$ cat src/rtl/operand_matrix_bank.sv
// Operand store for the matrix-multiply datapath: one MAX_DIM x MAX_DIM
// matrix (row-major) with byte-strobed writes, bulk clear, a registered
// random-access read port and a valid/ready streaming read engine.
module operand_matrix_bank #(
  parameter int DATA_WIDTH = 32,
  parameter int MAX_DIM    = 4,
  parameter int ADDR_WIDTH = 4,
  parameter int DIM_WIDTH  = 3
) (
  input  logic                    clk_i,
  input  logic                    rst_ni,
  input  logic                    wr_en_i,
  input  logic [ADDR_WIDTH-1:0]   wr_addr_i,
  input  logic [DATA_WIDTH-1:0]   wr_data_i,
  input  logic [DATA_WIDTH/8-1:0] wr_strb_i,
  input  logic                    clear_i,
  input  logic [ADDR_WIDTH-1:0]   rd_addr_i,
  output logic [DATA_WIDTH-1:0]   rd_data_o,
  input  logic                    stream_start_i,
  input  logic [DIM_WIDTH-1:0]    stream_dim_i,
  input  logic                    stream_transpose_i,
  output logic                    stream_valid_o,
  output logic [DATA_WIDTH-1:0]   stream_data_o,
  output logic                    stream_last_o,
  input  logic                    stream_ready_i,
  output logic                    busy_o
);

  localparam int DEPTH    = MAX_DIM * MAX_DIM;
  localparam int NUM_BYTE = DATA_WIDTH / 8;

  typedef enum logic {
    ST_IDLE = 1'b0,
    ST_RUN  = 1'b1
  } state_t;

  logic [DATA_WIDTH-1:0] r_mem [DEPTH];
  logic [DATA_WIDTH-1:0] r_rd_data;

  state_t                r_state,     w_state_nxt;
  logic [DIM_WIDTH-1:0]  r_n,         w_n_nxt;
  logic                  r_transpose, w_transpose_nxt;
  logic [DIM_WIDTH-1:0]  r_row,       w_row_nxt;
  logic [DIM_WIDTH-1:0]  r_col,       w_col_nxt;
  logic                  r_valid,     w_valid_nxt;
  logic                  r_last,      w_last_nxt;
  logic                  r_busy,      w_busy_nxt;
  logic [DATA_WIDTH-1:0] r_sdata,     w_sdata_nxt;

  logic                  w_wr_in_range;
  logic                  w_rd_in_range;
  logic [DIM_WIDTH-1:0]  w_dim_clamped;
  logic [DIM_WIDTH-1:0]  w_n_m1;
  logic [ADDR_WIDTH-1:0] w_fetch_addr;
  logic                  w_xfer;

  assign w_wr_in_range = (32'(wr_addr_i) < DEPTH);
  assign w_rd_in_range = (32'(rd_addr_i) < DEPTH);
  assign w_dim_clamped = (32'(stream_dim_i) > MAX_DIM) ? DIM_WIDTH'(MAX_DIM) : stream_dim_i;
  assign w_n_m1        = r_n - DIM_WIDTH'(1);
  assign w_xfer        = r_valid && stream_ready_i;

  // Storage: async reset, clear has priority over a same-edge write.
  always_ff @(posedge clk_i or negedge rst_ni) begin
    if (!rst_ni) begin
      for (int unsigned i = 0; i < DEPTH; i++) r_mem[i] <= '0;
    end else if (clear_i) begin
      for (int unsigned i = 0; i < DEPTH; i++) r_mem[i] <= '0;
    end else if (wr_en_i && w_wr_in_range) begin
      for (int unsigned b = 0; b < NUM_BYTE; b++) begin
        if (wr_strb_i[b]) r_mem[wr_addr_i][b*8 +: 8] <= wr_data_i[b*8 +: 8];
      end
    end
  end

  // Random-access read: registered, returns the pre-edge contents.
  always_ff @(posedge clk_i or negedge rst_ni) begin
    if (!rst_ni) r_rd_data <= '0;
    else         r_rd_data <= w_rd_in_range ? r_mem[rd_addr_i] : '0;
  end

  // Stream engine state and output registers.
  always_ff @(posedge clk_i or negedge rst_ni) begin
    if (!rst_ni) begin
      r_state     <= ST_IDLE;
      r_n         <= '0;
      r_transpose <= 1'b0;
      r_row       <= '0;
      r_col       <= '0;
      r_valid     <= 1'b0;
      r_last      <= 1'b0;
      r_busy      <= 1'b0;
      r_sdata     <= '0;
    end else begin
      r_state     <= w_state_nxt;
      r_n         <= w_n_nxt;
      r_transpose <= w_transpose_nxt;
      r_row       <= w_row_nxt;
      r_col       <= w_col_nxt;
      r_valid     <= w_valid_nxt;
      r_last      <= w_last_nxt;
      r_busy      <= w_busy_nxt;
      r_sdata     <= w_sdata_nxt;
    end
  end

  // Fetch address of the element selected by the next row/column.
  always_comb begin
    w_fetch_addr = ADDR_WIDTH'(32'(w_row_nxt) * MAX_DIM + 32'(w_col_nxt));
  end

  // Stream next-state: the fetch reads the current memory image, so a
  // write or clear on a transfer edge only shows up from the element after.
  always_comb begin
    w_state_nxt     = r_state;
    w_n_nxt         = r_n;
    w_transpose_nxt = r_transpose;
    w_row_nxt       = r_row;
    w_col_nxt       = r_col;
    w_valid_nxt     = r_valid;
    w_last_nxt      = r_last;
    w_busy_nxt      = r_busy;
    w_sdata_nxt     = r_sdata;
    unique case (r_state)
      ST_IDLE: begin
        if (stream_start_i && (stream_dim_i != '0)) begin
          w_state_nxt     = ST_RUN;
          w_n_nxt         = w_dim_clamped;
          w_transpose_nxt = stream_transpose_i;
          w_row_nxt       = '0;
          w_col_nxt       = '0;
          w_valid_nxt     = 1'b1;
          w_busy_nxt      = 1'b1;
          w_last_nxt      = (w_dim_clamped == DIM_WIDTH'(1));
          w_sdata_nxt     = r_mem[w_fetch_addr];
        end
      end
      ST_RUN: begin
        if (w_xfer) begin
          if (r_last) begin
            w_state_nxt = ST_IDLE;
            w_valid_nxt = 1'b0;
            w_busy_nxt  = 1'b0;
            w_last_nxt  = 1'b0;
          end else begin
            if (!r_transpose) begin
              if (r_col == w_n_m1) begin
                w_col_nxt = '0;
                w_row_nxt = r_row + DIM_WIDTH'(1);
              end else begin
                w_col_nxt = r_col + DIM_WIDTH'(1);
              end
            end else begin
              if (r_row == w_n_m1) begin
                w_row_nxt = '0;
                w_col_nxt = r_col + DIM_WIDTH'(1);
              end else begin
                w_row_nxt = r_row + DIM_WIDTH'(1);
              end
            end
            w_sdata_nxt = r_mem[w_fetch_addr];
            w_last_nxt  = (w_row_nxt == w_n_m1) && (w_col_nxt == w_n_m1);
          end
        end
      end
      default: w_state_nxt = ST_IDLE;
    endcase
  end

  assign rd_data_o      = r_rd_data;
  assign stream_valid_o = r_valid;
  assign stream_data_o  = r_sdata;
  assign stream_last_o  = r_last;
  assign busy_o         = r_busy;

endmodule

$ cat config.mk
export PLATFORM = sky130hd
export DESIGN_NAME = operand_matrix_bank
export DESIGN_NICKNAME = d
export VERILOG_FILES = /design/src/rtl/operand_matrix_bank.sv
export SDC_FILE = /design/constraint.sdc
export NUM_CORES = 1
export LEC_CHECK = 0
export ABC_AREA = 0
export ABC_CLOCK_PERIOD_IN_PS = 3740
export BUFFER_PORTS_ARGS = -buffer_cell sky130_fd_sc_hd__buf_2
export CORE_MARGIN = 1.5
export CORE_UTILIZATION = 46
export DETAILED_ROUTE_END_ITERATION = 8
export SYNTH_ARGS = -nofsm -noshare
export SYNTH_HDL_FRONTEND = slang
export SYNTH_SLANG_ARGS = --single-unit
$ cat constraint.sdc
create_clock -name clk_i -period 3.74 [get_ports clk_i]
set_input_delay 0.374 -clock clk_i [delete_from_list [all_inputs] [get_ports clk_i]]
set_output_delay 0.374 -clock clk_i [all_outputs]
set_load 0.005 [all_outputs]
# After elaboration in Yosys (flattened, before gate mapping)
# Cells that the tools add are included.
[op_classes]
n_mux = 67
reduce_logical = 10
n_lt_le_gt_ge = 5
add_sub_neg = 4
bitwise_logic = 4
n_eq_ne = 9
[op_table]
columns = ["op", "count"]
rows = [
  ["$mux 512", 12],
  ["$bwmux 512", 4],
  ["$demux 32 s4", 4],
  ["$bmux 32 s4", 2],
  ["$mux 32", 8],
  ["$pmux 32 s2", 1],
  ["$mux 3", 19],
  ["$mux 24", 1],
  ["$mux 16", 1],
  ["$ge 5x5->1 const B", 3],
  ["$not 4->5", 3],
  ["$eq 3x3->1", 4],
  ["$pmux 3 s2", 2],
  ["$mux 1", 9],
  ["$mux 8", 1],
  ["$add 3x1->3 const B", 2],
  ["$pmux 1 s2", 3],
  ["$reduce_and 3->1", 2],
  ["$lt 5x1->1 const B", 1],
  ["$add 4x3->4", 1],
  ["$logic_and 1x1->1", 4],
  ["$ne 2x1->1 const B", 2],
  ["$ne 2x2->1 const B", 2],
  ["$reduce_and 2->1", 2],
  ["6 further kinds", 6],
]
[word_totals]
reg_bits = 589
elab_cells = 124
input_bits = 54
output_inout_bits = 67

# Logic depth before layout (Yosys ltp)
[logic_depth]
word_depth = 21
ltp_mapped = 17
ltp_nobuf = 14

# Least setup slack after synthesis
# Ideal clock, no wire load.
[synth_timing]
kind = "register -> register"
from = "register r_n[0]"
to = "register r_sdata[20] (netlist: stream_data_o[20])"
t_required_ns = 3.663
path_stages_with_launch = 18
n_path_buf = 3
path_slack_ns = -0.052
arrival_ns = 3.714
path_cell_list = "dfrtp_1 inv_1 ha_1 xor3_1 o31ai_4 nand2_1 xor2_1 nor2_1 mux2_2 a22o_1 ha_1 clkbuf_1 clkbuf_1 nor2_1 clkbuf_1 a32oi_1 a21oi_1 a21oi_1"
[synth_via]
elab_chain_cells = 18
word_cells_on_any_way = 30
classes_between = "add/sub (2); eq/ne (2); mux (25); bitwise (1)"
[synth_lines]
columns = ["item", "line", "text"]
rows = [
  ["from (decl)", "41", "logic [DIM_WIDTH-1:0] r_n, w_n_nxt;"],
  ["from (signal assigned)", "96", "r_n <= w_n_nxt;"],
  ["$sub 3x1->3 (*)", "60", "assign w_n_m1 = r_n - DIM_WIDTH'(1);"],
  ["$eq 3x3->1 (on tied branches)", "147, 154", ""],
  ["$mux 3 (on tied branches)", "147, 154", ""],
  ["$mux 3 (*)", "146", "if (!r_transpose) begin"],
  ["$mux 3 (*)", "140", "if (r_last) begin"],
  ["$mux 3 (*)", "139", "if (w_xfer) begin"],
  ["$mux 3 (*)", "124", "unique case (r_state)"],
  ["$mux 3 (*)", "140", ""],
  ["[... 2 more ...]", "-", ""],
  ["via w_col_nxt[2]", "44", "logic [DIM_WIDTH-1:0] r_col, w_col_nxt;"],
  ["$add 4x3->4 (*)", "109", "w_fetch_addr = ADDR_WIDTH'(32'(w_row_nxt) * MAX_DIM + 32'(w_col_nxt));"],
  ["$not 4->5 (not written as such) (*)", "135, 161", ""],
  ["$bmux 32 s4 (*)", "135, 161", ""],
  ["$mux 32 (not written as such) (*) (2 in a row)", "135, 161", ""],
  ["$mux 32", "140", ""],
  ["$mux 32", "139", ""],
  ["$pmux 32 s2 (*)", "124", ""],
  ["to (signal assigned)", "103", "r_sdata <= w_sdata_nxt;"],
  ["to (decl)", "48", "logic [DATA_WIDTH-1:0] r_sdata, w_sdata_nxt;"],
]
# The timed path passes the listed nets; every way through them passes the cells marked *. The select of a mux whose other input is x is not followed.
# A chain may end at the register's enable or synchronous reset.

# Worst setup path in the final report
[layout_timing]
from = "register r_n[0]"
to = "register r_sdata[13] (netlist: stream_data_o[13])"
# The elaborated chain is that of the path after synthesis.

==> out/results.tsv <==
stage	metric	value	unit
synthesis	synth top area cells	dfrtp_1 (51%), mux4_2 (17%), nand2_1 (9.4%)	
worst_setup_path	critical setup path kind	flop to flop	
synthesis	largest area contributor in the netlist	dfrtp_1	
place	Final Wtd Congestion	0.926	
synthesis	syn avg cell area	10.8	µm²
pwr	Pleak	13.9	nW
floorplanning	Die H	254	µm
pwr	P per Cell Area	540	mW/mm²
floorplanning	Cell Rows	91	
sta	Tmin final	3.57	ns
finish	area grow syn2layout	15.3	%
hold_path	Hold Crit Start	stream_ready_i	
sta	setup slack after layout	0.172	ns
detailed_routing	wire per inst	28.4	µm
synthesis	sequential area share after synthesis	0.507	
sta	Slew HR	0.0705	
synthesis	Syn Nets	2742	
grt	first-pass GRT wire length	153000	µm
worst_setup_path	Crit path arrival time	4.05	ns
worst_setup_path	CP required	4.23	ns
grt	initial antenna violation count	6	
worst_setup_path	Setup crit end kind	flop	
synthesis	Syn Inst Count	2684	
sta	RSZ-0062 raised after global routing	no	
floorplanning	die footprint	0.0647	mm²
clock_network	CTS tree	yes	
floorplanning	Die X	254	µm
floorplanning	CORE AREA	0.0621	mm²
place	dpl cells	3536	
synthesis	Yosys cell types	54	
detailed_routing	initial DRC count	2766	
synthesis	Synth Flop Type	dfrtp_1	
run_status	status	complete, no violations	
synthesis	most frequent cells after synthesis	nand2_1 (725), dfrtp_1 (589), o21ai_0 (518), mux4_2 (224), clkbuf_1 (155)	
finish	fillers	5384	
pwr	peak supply drop	0.299	mV
grt	largest net degree at the start of global routing	111	
sta	Max Clk Rate	280	MHz
sta	Slew Viols, Final	0	
hold_path	Min-Delay Path Class	input pin to flop	
synthesis	Synth Register Bits	589	
sta	final hold violation count	0	
flow_run	max_cap viols	0	
synthesis	most common cell in the netlist	nand2_1	
clock_network	clk slew on worst S/H paths	0.06	ns
synthesis	synthesized cell area	0.0291	mm²
sta	measured slew at the worst slew-check pin	1.38	ns
synthesis	Ys Warns	0	
sta	skew final	0.0212	ns
detailed_routing	antenna-violating nets left	0	
detailed_routing	TritonRoute pass-1 iters	6	
sta	period utilization	0.954	
place	dpl ws	0.150	ns
grt	Tot GR Track Use	0.322	
detailed_routing	drt total wl	104000	µm
worst_setup_path	Worst Path Max Fanout	8	
worst_setup_path	Startpoint Class	flop	
synthesis	number of synthesized flops with an enable pin	0	
detailed_routing	Via density	6.49	
synthesis	Yosys top cell area share	0.507	
worst_setup_path	worst reg2reg startpoint	r_n[0]$_DFFE_PN0P_	
finish	share of cells above drive strength 1	0.211	
grt	vias in the first global route	23689	
sta	Setup TNS	0	ns
clock_network	clock tree buffer depth	3	
clock_network	number of buffers created by CTS	68	
detailed_routing	via count	23839	
synthesis	Async SR Flop Fraction	1.00	
place	# port buffers	120	
worst_setup_path	crit path launch	r_n[0]$_DFFE_PN0P_	
clock_network	Sink Count	589	
clock_network	CTS H-tree depth	3	
detailed_routing	DR DRC count	0	
finish	Final nets	2843	
pwr	Pwr Total	18.1	mW
sta	final setup fails	0	
finish	Final Non-Filler Cells	3671	
floorplanning	Ports	121	
floorplanning	Initial Utilization	0.469	
place	dpl hpwl	63800	µm
clock_network	worst skew pair latency	0.61	ns
clock_network	Root Driver	clkbuf_16	
grt	grt total ovfl	0	
finish	fin util	0.540	
==> sequential cells by signal (all words and copies together), names as in the netlist <==
name and flops:
r_mem 512, r_transpose 1, busy_o 1, r_row 3
stream_data_o 32, r_col 3, r_n 3, r_state 1
rd_data_o 32, stream_last_o 1
==> stage by stage <==
stage                     instance area (µm²)  hold WS (ns)
after global placement                  31000         0.476
after detailed placement                31000         0.485
final                                   33500        0.0292
after floorplan                         29100        0.0784
after global routing                    33500        0.0248
after CTS                               33200       0.00379
==> final timing paths <==
check	end	cells past startpoint	slack, ns
worst max-delay path	stream_data_o[13]$_DFFE_PN0P_	18	0.17
worst min-delay path	r_state$_DFF_PN0_	2	0.03
worst max register to register	stream_data_o[13]$_DFFE_PN0P_	18	0.17
worst min register to register	r_mem[322]$_DFFE_PN0P_	2	0.50
max in group asynchronous	rd_data_o[19]$_DFF_PN0_	3	2.08
min in group asynchronous	stream_data_o[30]$_DFFE_PN0P_	2	0.49
==> placed cells by master, fill, tap and decap left out, types with 11 or more instances in the layout <==
| cell | Yosys | layout |
|---|---|---|
| nand2_1 | 725 | 725 |
| dfrtp_1 | 589 | 589 |
| o21ai_0 | 518 | 518 |
| mux4_2 | 224 | 224 |
| buf_2 | 8 | 117 |
| buf_4 | 6 | 79 |
| clkbuf_16 | 0 | 76 |
| mux2i_1 | 67 | 67 |
| o21ai_1 | 66 | 64 |
| a21oi_1 | 64 | 60 |
| a32oi_1 | 61 | 59 |
| o221ai_1 | 32 | 32 |
| buf_12 | 1 | 27 |
| nor2_1 | 23 | 21 |
| clkbuf_8 | 0 | 15 |
| clkinv_2 | 1 | 13 |
| nor3_1 | 11 | 11 |
==> kinds of logic after synthesis <==
| logic type | after synthesis | share of synthesized area |
|---|---|---|
| DFF | 589 | 0.507 |
| xor gates and xnor gates | 12 | 0.00460 |
| muxes | 295 | 0.198 |
| adders and majority gates | 4 | 0.00172 |
| and+or+nand+nor | 814 | 0.111 |
| buffers and inverters | 209 | 0.0318 |
| AOI/OAI and AO/OA | 761 | 0.146 |
==> worst max-delay path, stage by stage (launching register included) <==
cell	delay [ns]
dfrtp_1	0.38
inv_1	0.06
ha_2	0.31
xnor2_2	0.19
o31ai_4	0.26
nand2_1	0.09
xor2_1	0.16
nor2_1	0.08
mux2_2	0.27
a22o_1	0.23
ha_4	0.26
buf_4	0.18
buf_4	0.15
nor2_4	0.09
buf_12	0.14
clkbuf_16	0.20
a32oi_1	0.08
a21oi_1	0.23
a21oi_1	0.06
==> cell type report <==
| type | count | area (µm²) | share of cell area |
|---|---|---|---|
| sequential | 589 | 14700 | 0.440 |
| inverter | 5 | 26.3 | 0.000784 |
| timing repair buffer | 235 | 1930 | 0.0575 |
| antenna | 3 | 7.51 | 0.000224 |
| clock buffer | 95 | 2020 | 0.0601 |
| multi-input combinational | 1886 | 13500 | 0.403 |
| clock inverter | 21 | 239 | 0.00713 |
| tap | 837 | 1050 | 0.0312 |
==> repair_timing <==
action | in CTS | in global routing
setup buffers | 0 | 8
gates resized for setup | 0 | 15
hold endpoints to repair | 96 | 0
hold buffers | 2 | 0
setup endpoints to repair | 0 | 26
==> metal layers <==
| metal | part of all wire | up-vias | track usage |
|---|---|---|---|
| li1 | - | 9947 | - |
| met1 | 0.38 | 12082 | 0.429 |
| met2 | 0.45 | 1490 | 0.492 |
| met3 | 0.11 | 316 | 0.0890 |
| met4 | 0.050 | 4 | 0.149 |
| met5 | 0.00082 | - | 0 |
==> power by group <==
group | switching (mW) | internal [mW] | leakage, nW
sequential | 0.272 | 6.64 | 8.18
combinational | 2.74 | 1.63 | 4.64
clock | 2.72 | 4.09 | 1.12
(Power assumes the default switching activity.)
